[src/rtl/hazard_forward_unit.sv]
// Pipeline hazard/forwarding controller: stall/flush/freeze decisions plus registered EX operand selects.
// Optional stall-cycle counter output STALL_COUNT is built when HAZARD_STALL_COUNT_EN is defined.
module hazard_forward_unit (
  input  logic       CLK,
  input  logic       RESET,
  input  logic [4:0] ID_RS1,
  input  logic [4:0] ID_RS2,
  input  logic       ID_RS1_USE,
  input  logic       ID_RS2_USE,
  input  logic [4:0] ID_RD,
  input  logic       ID_REG_WRITE,
  input  logic       ID_MEM_READ,
  input  logic       MEM_BUSY,
  input  logic       BRANCH_TAKEN,
  output logic [1:0] FWD_SEL1,
  output logic [1:0] FWD_SEL2,
  output logic       PC_WRITE,
  output logic       IFID_WRITE,
  output logic       BUBBLE,
  output logic       FLUSH,
  output logic       PC_SEL
`ifdef HAZARD_STALL_COUNT_EN
  ,
  output logic [15:0] STALL_COUNT
`endif
);

  typedef struct packed {
    logic [4:0] rd;
    logic       reg_write;
    logic       mem_read;
  } stage_t;

  typedef enum logic [1:0] {
    MODE_RUN,
    MODE_BUBBLE,
    MODE_FLUSH,
    MODE_FREEZE
  } mode_e;

  stage_t ex_q, mem_q, wb_q;
  logic [1:0] fwd1_q, fwd2_q;
  mode_e mode;
  logic load_use;

  // Newer stage (EX) wins over MEM; x0 is never a forwarding source.
  function automatic logic [1:0] pick_fwd(input logic [4:0] rs, input stage_t ex, input stage_t mem);
    if (ex.reg_write && (ex.rd != '0) && (ex.rd == rs))
      return 2'b01;
    else if (mem.reg_write && (mem.rd != '0) && (mem.rd == rs))
      return 2'b10;
    else
      return 2'b00;
  endfunction

  assign load_use = ex_q.mem_read && (ex_q.rd != '0) &&
                    ((ID_RS1_USE && (ID_RS1 == ex_q.rd)) ||
                     (ID_RS2_USE && (ID_RS2 == ex_q.rd)));

  always_comb begin
    if (MEM_BUSY)
      mode = MODE_FREEZE;
    else if (BRANCH_TAKEN)
      mode = MODE_FLUSH;
    else if (load_use)
      mode = MODE_BUBBLE;
    else
      mode = MODE_RUN;
  end

  always_comb begin
    PC_WRITE   = 1'b1;
    IFID_WRITE = 1'b1;
    BUBBLE     = 1'b0;
    FLUSH      = 1'b0;
    PC_SEL     = 1'b0;
    if (!RESET) begin
      case (mode)
        MODE_FREEZE: begin
          PC_WRITE   = 1'b0;
          IFID_WRITE = 1'b0;
        end
        MODE_FLUSH: begin
          FLUSH  = 1'b1;
          PC_SEL = 1'b1;
        end
        MODE_BUBBLE: begin
          PC_WRITE   = 1'b0;
          IFID_WRITE = 1'b0;
          BUBBLE     = 1'b1;
        end
        default: ;
      endcase
    end
  end

  always_ff @(posedge CLK) begin
    if (RESET) begin
      ex_q   <= '0;
      mem_q  <= '0;
      wb_q   <= '0;
      fwd1_q <= '0;
      fwd2_q <= '0;
    end else if (mode == MODE_FREEZE) begin
      ex_q   <= ex_q;
      mem_q  <= mem_q;
      wb_q   <= wb_q;
      fwd1_q <= fwd1_q;
      fwd2_q <= fwd2_q;
    end else begin
      mem_q <= ex_q;
      wb_q  <= mem_q;
      if (mode == MODE_RUN) begin
        ex_q   <= '{rd: ID_RD, reg_write: ID_REG_WRITE, mem_read: ID_MEM_READ};
        fwd1_q <= pick_fwd(ID_RS1, ex_q, mem_q);
        fwd2_q <= pick_fwd(ID_RS2, ex_q, mem_q);
      end else begin
        ex_q   <= '0;
        fwd1_q <= '0;
        fwd2_q <= '0;
      end
    end
  end

  assign FWD_SEL1 = fwd1_q;
  assign FWD_SEL2 = fwd2_q;

`ifdef HAZARD_STALL_COUNT_EN
  always_ff @(posedge CLK) begin
    if (RESET)
      STALL_COUNT <= '0;
    else if (!PC_WRITE && (STALL_COUNT != '1))
      STALL_COUNT <= STALL_COUNT + 16'd1;
  end
`endif

endmodule

[config.mk]
export PLATFORM = sky130hd
export DESIGN_NAME = hazard_forward_unit
export DESIGN_NICKNAME = d
export VERILOG_FILES = /design/src/rtl/hazard_forward_unit.sv
export SDC_FILE = /design/constraint.sdc
export NUM_CORES = 1
export LEC_CHECK = 0
export ABC_AREA = 0
export CAP_MARGIN = 20
export CELL_PAD_IN_SITES_DETAIL_PLACEMENT = 2
export CELL_PAD_IN_SITES_GLOBAL_PLACEMENT = 2
export CORE_AREA = 4 4 69 71
export DETAILED_ROUTE_END_ITERATION = 6
export DIE_AREA = 0 0 73 75
export PLACE_DENSITY_LB_ADDON = 0.1
export SLEW_MARGIN = 10
export SYNTH_ARGS = -nofsm -noshare
export SYNTH_HDL_FRONTEND = slang
export SYNTH_SLANG_ARGS = --single-unit
export TNS_END_PERCENT = 10
[constraint.sdc]
create_clock -name CLK -period 1.9 [get_ports CLK]
set_input_delay 0.38 -clock CLK [delete_from_list [all_inputs] [get_ports CLK]]
set_output_delay 0.38 -clock CLK [all_outputs]
set_load 0.01 [all_outputs]
==> impl_metrics.ini, run 1 <==
[run_status]
status = finished, violations left
violations = setup timing

[global_route]
antenna_found_initial = 0
grt_overflow = 0
grt_pass1_wl_microns = 5180
grt_pass1_vias = 1039
grt_start_max_net_pins = 12
grt_usage = 0.128

[clock_network]
postCtsHoldBufs = 0
cts.path.max_buffers = 2
cts_made_buffers = 3
clock-root-buffer = clkbuf_8
h-tree-depth = 1
cts.reportedPaths.clkPinSlew_ns = 0.07
cts.sinks = 17
tritoncts = done
clk_latency_ns = 0.26

[setup_path]
worst-path-max-fanout = 4
cp-end-kind = primary output
startpoint_type = flip-flop
path_class = flip-flop to primary output
crit_required_ns = 1.52
critPathArrivalTime_ns = 1.90
critPathMaxStageDelay_ns = 0.37
path_cells = buf_4 > nor4_2 > a211o_1 > or3_4 > and2_4 > a21o_1 > buf_2
critical-path-top-delay-family = simple AND/OR/NAND/NOR gates
crit_buf_inv = 2
cp_slowest_cell = dfxtp_4

[placement]
gp_congestion = 0.701
io_buffers = 31
dp_slack_ns = -0.970
dpl.hpwl_microns = 2490

[detailed_routing]
vias = 934
wl_per_cell_microns = 15.8
final_antenna_net_count = 0
dr.pass1.iters = 2
detail_route.wirelength_microns = 3290
via_per_inst = 4.49
drt_iter0_markers = 23
drc_errors = 0

[yosys]
ys_ff_latch = 17
synth.most_common_cell = dfxtp_1
yosys-top-cells-area = dfxtp_1, xor2_1, a22o_1
postSynthAreaPerCell_sq_um = 9.75
synthTopCellsByCount = dfxtp_1, xor2_1, a22o_1, xnor2_1, nor2_1
synth.top_cell.area_share = 0.364
syn_inst = 96
synth_top_area_cell = dfxtp_1
synth_edf_count = 0
syn_area_sq_um = 936
ys_seq_area_frac = 0.364
synth_flop_cell = dfxtp_1
async_flop_share = 0
syn_nets = 119
synth.distinct_cells = 31
yosys_warnings = 0

[die]
dieWidth_microns = 73
row_count = 24
die_y_microns = 75
die_area_sq_um = 5480
start_util = 0.221
core_area_sq_um = 4230
ioPinCount = 32

[final_layout]
multi_input_area_sq_um = 624
drive_above_1_share = 0.378
area_growth_pct = 73.9
fillCellCount = 464
regArea_sq_um = 353
final_net_count = 180
n_antenna_cell = 0

[job]
maxCapViolations = 0

[timing]
slew-limit-headroom = 0.749
period_needed_ns = 2.28
hold_violations = 0
timing.final.ws_setup_ns = -0.385
min_period_over_period = 1.20
fmaxAchievable_mhz = 438
tightest_slew_ns = 0.373
skew_ns = 0.00172
rsz0062_at_grt = true
drv_slew = 0
setup_tns_ns = -1.09
setup_violations = 4

[hold_path]
hold_class = flip-flop to flip-flop

[pwr]
irDropWorstVdd_v = 0.000228
powerDensity_nw_per_um2 = 521
leakage_nw = 0.723
area by class of cell:
cell class / instances / area share
Clock inverter: 1 / 0.00307
Timing Repair Buffer: 62 / 0.324
Inverter: 3 / 0.00692
Clock buffer: 3 / 0.0254
Multi-Input combinational cell: 70 / 0.384
Sequential cell: 17 / 0.217
Tap cell: 52 / 0.0400
state kept, by name, indices dropped and copies added (netlist names):
name and cells:
ex_q 7, FWD_SEL2 2, FWD_SEL1 2, mem_q 6
routing by layer:
layer,part of all wire,global-route usage,vias up
li1,-,-,455
met1,0.39,0.134,452
met2,0.56,0.247,23
met3,0.046,0.0294,4
met4,0.0094,0.0430,0
met5,0,0,-
power breakdown:
part / leakage, nW / internal (mW) / switching, mW
Clock: 0.0255 / 0.146 / 0.137
Sequential: 0.141 / 0.362 / 0.0116
Combinational: 0.557 / 0.114 / 0.0770
path summary, 6_finish.rpt:
kind | end | startpoint | slack, ns | depth (start not counted)
setup / recovery | PC_WRITE | ex_q[3]$_SDFFE_PP0P_ | -0.38 | 7
hold / removal | FWD_SEL1[0]$_SDFFE_PP0P_ | FWD_SEL1[0]$_SDFFE_PP0P_ | 0.48 | 1
setup reg to reg | FWD_SEL1[0]$_SDFFE_PP0P_ | ex_q[3]$_SDFFE_PP0P_ | 0 | 9
hold reg to reg | FWD_SEL1[0]$_SDFFE_PP0P_ | FWD_SEL1[0]$_SDFFE_PP0P_ | 0.48 | 1
cell families (layout without fill, tap and decap cells):
| kind of cell | after synthesis | after routing | synth area share |
|---|---|---|---|
| and+or+nand+nor | 30 | 30 | 0.185 |
| DFF | 17 | 17 | 0.364 |
| muxes | 6 | 6 | 0.0642 |
| AOI/OAI and AO/OA | 15 | 15 | 0.136 |
| xor gates and xnor gates | 19 | 19 | 0.178 |
| buffers and inverters | 9 | 69 | 0.0735 |
through the flow:
stage | area (sq um) | total power, mW | std cells | hold WS (ns) | utilization
floorplan | 941 | 0.452 | 96 | 0.464 | -
global placement | 1440 | 0.551 | 198 | 0.466 | 0.341
detailed placement | 1440 | 0.556 | 198 | 0.471 | 0.341
CTS | 1530 | 0.841 | 204 | 0.489 | 0.361
global route | 1630 | 0.893 | 208 | 0.520 | 0.384
finish | 1630 | 0.848 | 208 | 0.483 | 0.384
what timing repair did:
item                       CTS  global route
setup buffers                2             4
gates resized for setup     35            14
setup endpoints to repair   16            14
pin swaps                    6             5
gates cloned                 0             0
cells in the final DEF (no fill, tap or decap), types with 6 or more instances in the layout:
cell type	count
mux2i_1	6
nor2_1	7
buf_4	28
a22o_1	9
dfxtp_1	13
dlygate4sd2_1	11
clkdlybuf4s50_1	16
xor2_1	7
xnor2_1	7
Power figures use the tool's default switching activity.
==> inputs of run 2 (changes only) <==
--- a/config.mk
+++ b/config.mk
@@ -9,10 +9,11 @@
 export CAP_MARGIN = 20
 export CELL_PAD_IN_SITES_DETAIL_PLACEMENT = 2
 export CELL_PAD_IN_SITES_GLOBAL_PLACEMENT = 2
-export CORE_AREA = 4 4 69 71
+export CORE_AREA = 2 2 67 69
 export DETAILED_ROUTE_END_ITERATION = 6
-export DIE_AREA = 0 0 73 75
+export DIE_AREA = 0 0 69 71
 export PLACE_DENSITY_LB_ADDON = 0.1
+export SKIP_CTS_REPAIR_TIMING = 1
 export SLEW_MARGIN = 10
 export SYNTH_ARGS = -nofsm -noshare
 export SYNTH_HDL_FRONTEND = slang
==> impl_metrics.ini, run 2 (synthesis results as in run 1) <==
[run_status]
status = finished, violations left
violations = setup timing

[placement]
dpl.hpwl_microns = 2480
gp_congestion = 0.714
post-place-cells = 198
io_buffers = 31

[setup_path]
cp-end-kind = primary output
rr_worst_depth = 6
path_cells = clkdlybuf4s50_1 > xnor2_1 > nand3_1 > or3_4 > and2_4 > a21o_1 > clkbuf_2
regToRegSetupSlack_ns = 0.01
crit-reg2reg-capture = FWD_SEL1[1]$_SDFFE_PP0P_
critPathMaxStageDelay_ns = 0.51
startpoint_type = primary input
crit_start = ID_RS2[1]
r2r-start = ex_q[2]$_SDFFE_PP0P_
crit_required_ns = 1.52
worst-path-max-fanout = 2
cp_slowest_cell = clkdlybuf4s50_1
critPathArrivalTime_ns = 1.91
crit_buf_inv = 2
path_class = primary input to primary output
critical-path-top-delay-family = buffers and inverters

[timing]
hold_ws_ns = 0.487
hold_violations = 0
period_needed_ns = 2.29
setup_violations = 3
fmaxAchievable_mhz = 436
skew_ns = 0.00914
min_period_over_period = 1.21
slew-limit-headroom = 0.688
rsz0062_at_grt = true
tightest_slew_ns = 0.464
timing.final.ws_setup_ns = -0.394
drv_slew = 0
setup_tns_ns = -1.13

[job]
maxCapViolations = 0

[die]
die_y_microns = 71
start_util = 0.223
die_area_sq_um = 4900
dieWidth_microns = 69
core_area_sq_um = 4200
row_count = 24
ioPinCount = 32

[final_layout]
layout_common_cells = buf_4, clkdlybuf4s50_1, dfxtp_1, xor2_1
top_regs = ex_q: 7 flops, mem_q: 6 flops
area_growth_pct = 62.4
top_register = ex_q
n_antenna_cell = 0
utilization = 0.362
final_net_count = 174
drive_above_1_share = 0.273
largest_reg_flops = 7
final_common_cell = buf_4
final_cells = 202

[detailed_routing]
vias = 911
wl_per_cell_microns = 14.9
via_per_inst = 4.51
final_antenna_net_count = 0
drc_errors = 0
dr.pass1.iters = 3
drt_iter0_markers = 39
detail_route.wirelength_microns = 3010

[clock_network]
h-tree-depth = 1
cts.path.max_buffers = 2
cts.reportedPaths.clkPinSlew_ns = 0.07
cts.sinks = 17
tritoncts = done
cts_made_buffers = 3
clock-root-buffer = clkbuf_8
clk_latency_ns = 0.26

[hold_path]
hold_class = flip-flop to flip-flop
hold_end = FWD_SEL1[1]$_SDFFE_PP0P_
min_path_cells = 1
min_from = FWD_SEL1[1]$_SDFFE_PP0P_

[global_route]
grt_start_max_net_pins = 12
grt_pass1_wl_microns = 5010
grt_usage = 0.129
grt_overflow = 0
grt_pass1_vias = 1034
antenna_found_initial = 0

[pwr]
powerDensity_nw_per_um2 = 545
irDropWorstVdd_v = 0.000170
leakage_nw = 0.734
==> run 2: changes by cell type in the layout (fill, tap and decap cells not counted), moves of 3 or more <==
cell             change
dlygate4sd2_1       -11
dlymetal6s2s_1       +7
clkdlybuf4s50_1      +4
buf_4                -3
buf_6                -3
dfxtp_1              +3
xor2_1               +3
==> run 2: layout make-up <==
type / count / area [sq um]
fill: 467 / 2680
clock buffer: 3 / 41.3
clock inverter: 1 / 5.00
inverter: 3 / 11.3
timing repair buffer: 56 / 503
sequential: 17 / 344
tap: 52 / 65.1
multi-input combinational: 70 / 551
==> run 2: per-stage QoR <==
step,total power [mW],instance area (sq um),setup slack (ns)
after CTS,0.851,1490,-0.947
after global placement,0.551,1440,-0.913
after global routing,0.880,1520,-0.483
final,0.828,1520,-0.394
after floorplan,0.452,941,-0.0779
after detailed placement,0.556,1440,-0.941
==> run 2: report_power, final <==
group | internal, mW | total (mW) | switching [mW]
Sequential | 0.364 | 0.375 | 0.0107
Combinational | 0.105 | 0.170 | 0.0649
Clock | 0.146 | 0.284 | 0.138
==> run 2: layer usage <==
layer  global-route usage  part of all wire
met1                0.146              0.41
met2                0.249              0.55
met3               0.0199             0.037
met4               0.0327            0.0040
met5                    0                 0
==> run 2: worst reg2reg max path: stages (launching register included) <==
cell and delay [ns]:
dfxtp_4 0.36, nor4_1 0.46, o21ai_0 0.16, buf_4 0.16
and3_1 0.19, nor4_1 0.33, a22o_1 0.17
==> run 2: how the worst max path moves through the flow <==
stage                     to  slack (ns)  cells past startpoint
detailed placement    BUBBLE       -0.94                      7
CTS                   BUBBLE       -0.95                      7
finish              PC_WRITE       -0.39                      7
global placement      BUBBLE       -0.91                      7
floorplan           PC_WRITE       -0.08                      6
global route        PC_WRITE       -0.48                      8
==> inputs of run 3 (changes only) <==
--- a/config.mk
+++ b/config.mk
@@ -6,13 +6,14 @@
 export NUM_CORES = 1
 export LEC_CHECK = 0
 export ABC_AREA = 0
-export CAP_MARGIN = 20
+export CAP_MARGIN = 40
 export CELL_PAD_IN_SITES_DETAIL_PLACEMENT = 2
 export CELL_PAD_IN_SITES_GLOBAL_PLACEMENT = 2
 export CORE_AREA = 2 2 67 69
 export DETAILED_ROUTE_END_ITERATION = 6
 export DIE_AREA = 0 0 69 71
 export PLACE_DENSITY_LB_ADDON = 0.1
+export RECOVER_POWER = 100
 export SKIP_CTS_REPAIR_TIMING = 1
 export SLEW_MARGIN = 10
 export SYNTH_ARGS = -nofsm -noshare
==> impl_metrics.ini, run 3 (synthesis results as in run 1) <==
[run_status]
status = finished, violations left
violations = setup timing

[final_layout]
largest_reg_flops = 7
utilization = 0.356
fillCellCount = 474
n_antenna_cell = 0
drive_above_1_share = 0.260
regArea_sq_um = 344
top_regs = ex_q: 7 flops, mem_q: 6 flops
area_growth_pct = 59.9
final_net_count = 174
multi_input_area_sq_um = 539
top_register = ex_q
final_common_cell = buf_4
layout_common_cells = buf_4, dfxtp_1, clkdlybuf4s50_1, xor2_1

[clock_network]
cts.path.max_buffers = 2
tritoncts = done
cts_made_buffers = 3
clock-root-buffer = clkbuf_8
cts.sinks = 17
h-tree-depth = 1
cts.reportedPaths.clkPinSlew_ns = 0.07
clk_latency_ns = 0.26

[setup_path]
cp-end-kind = primary output
critPathArrivalTime_ns = 1.91
cp_slowest_cell = clkdlybuf4s50_1
path_cells = clkdlybuf4s50_1 > xnor2_1 > nand3_1 > or3_4 > and2_4 > a21o_1 > clkbuf_2
crit_start = ID_RS2[1]
critPathMaxStageDelay_ns = 0.51
r2r-start = ex_q[2]$_SDFFE_PP0P_
startpoint_type = primary input
crit_required_ns = 1.52
regToRegSetupSlack_ns = 0.01
path_class = primary input to primary output
worst-path-max-fanout = 2

[timing]
period_needed_ns = 2.29
skew_ns = 0.00918
hold_ws_ns = 0.482
drv_slew = 0
timing.final.ws_setup_ns = -0.394
fmaxAchievable_mhz = 436
setup_tns_ns = -1.13
tightest_slew_ns = 0.464
slew-limit-headroom = 0.688
min_period_over_period = 1.21
hold_violations = 0
setup_violations = 3
rsz0062_at_grt = true

[detailed_routing]
via_per_inst = 4.50
final_antenna_net_count = 0
vias = 910
drt_iter0_markers = 39
wl_per_cell_microns = 14.9
detail_route.wirelength_microns = 3010
drc_errors = 0
dr.pass1.iters = 3

[die]
row_count = 24
ioPinCount = 32
die_area_sq_um = 4900
core_area_sq_um = 4200
dieWidth_microns = 69
start_util = 0.223
die_y_microns = 71

[pwr]
irDropWorstVdd_v = 0.000170
powerDensity_nw_per_um2 = 550
leakage_nw = 0.721

[global_route]
grt_pass1_wl_microns = 5010
antenna_found_initial = 0
grt_start_max_net_pins = 12
grt_overflow = 0
grt_pass1_vias = 1034
grt_usage = 0.129

[placement]
gp_congestion = 0.714
dpl.hpwl_microns = 2480
io_buffers = 31

[job]
maxCapViolations = 0

[hold_path]
min_from = FWD_SEL1[1]$_SDFFE_PP0P_
hold_class = flip-flop to flip-flop
-- run 3: path summary, 6_finish.rpt --
path,to,cells past startpoint
max reg2reg,FWD_SEL1[1]$_SDFFE_PP0P_,6
min reg2reg,FWD_SEL1[1]$_SDFFE_PP0P_,1
max,PC_WRITE,7
min,FWD_SEL1[1]$_SDFFE_PP0P_,1
-- run 3: report_power, final --
part	internal (mW)	total (mW)	leakage, nW	switching [mW]
logic	0.102	0.165	0.557	0.0636
registers	0.364	0.375	0.139	0.0107
clock network	0.146	0.284	0.0255	0.138
total	0.611	0.823	0.721	0.212
-- run 3: stage by stage --
step,power (mW),std cells,setup slack (ns),area (sq um)
final,0.823,202,-0.394,1500
after detailed placement,0.556,198,-0.941,1440
after global routing,0.875,202,-0.483,1500
after floorplan,0.452,96,-0.0779,941
after CTS,0.851,202,-0.947,1490
after global placement,0.551,198,-0.913,1440
-- run 3: per-layer routing --
layer	vias to the layer above	part of all wire	routed length (microns)	global-route usage
met5	-	0	0	0
met4	0	0.0040	12	0.0327
met3	2	0.041	122	0.0199
met2	21	0.55	1670	0.249
met1	441	0.40	1210	0.146
li1	446	-	-	-
-- run 3: cell type report --
class	count	area share
Clock buffer	3	0.0276
Clock inverter	1	0.00334
Inverter	3	0.00753
Multi-Input combinational cell	70	0.360
Sequential cell	17	0.230
Tap cell	52	0.0435
Timing Repair Buffer	56	0.328
-- run 3: worst max-delay path: cells and delay by family --
kind / cells / cell delay [ns]
and+or+nand+nor: 3 / 0.62
AOI/OAI and AO/OA: 1 / 0.16
xor gates and xnor gates: 1 / 0.13
buffers and inverters: 2 / 0.63
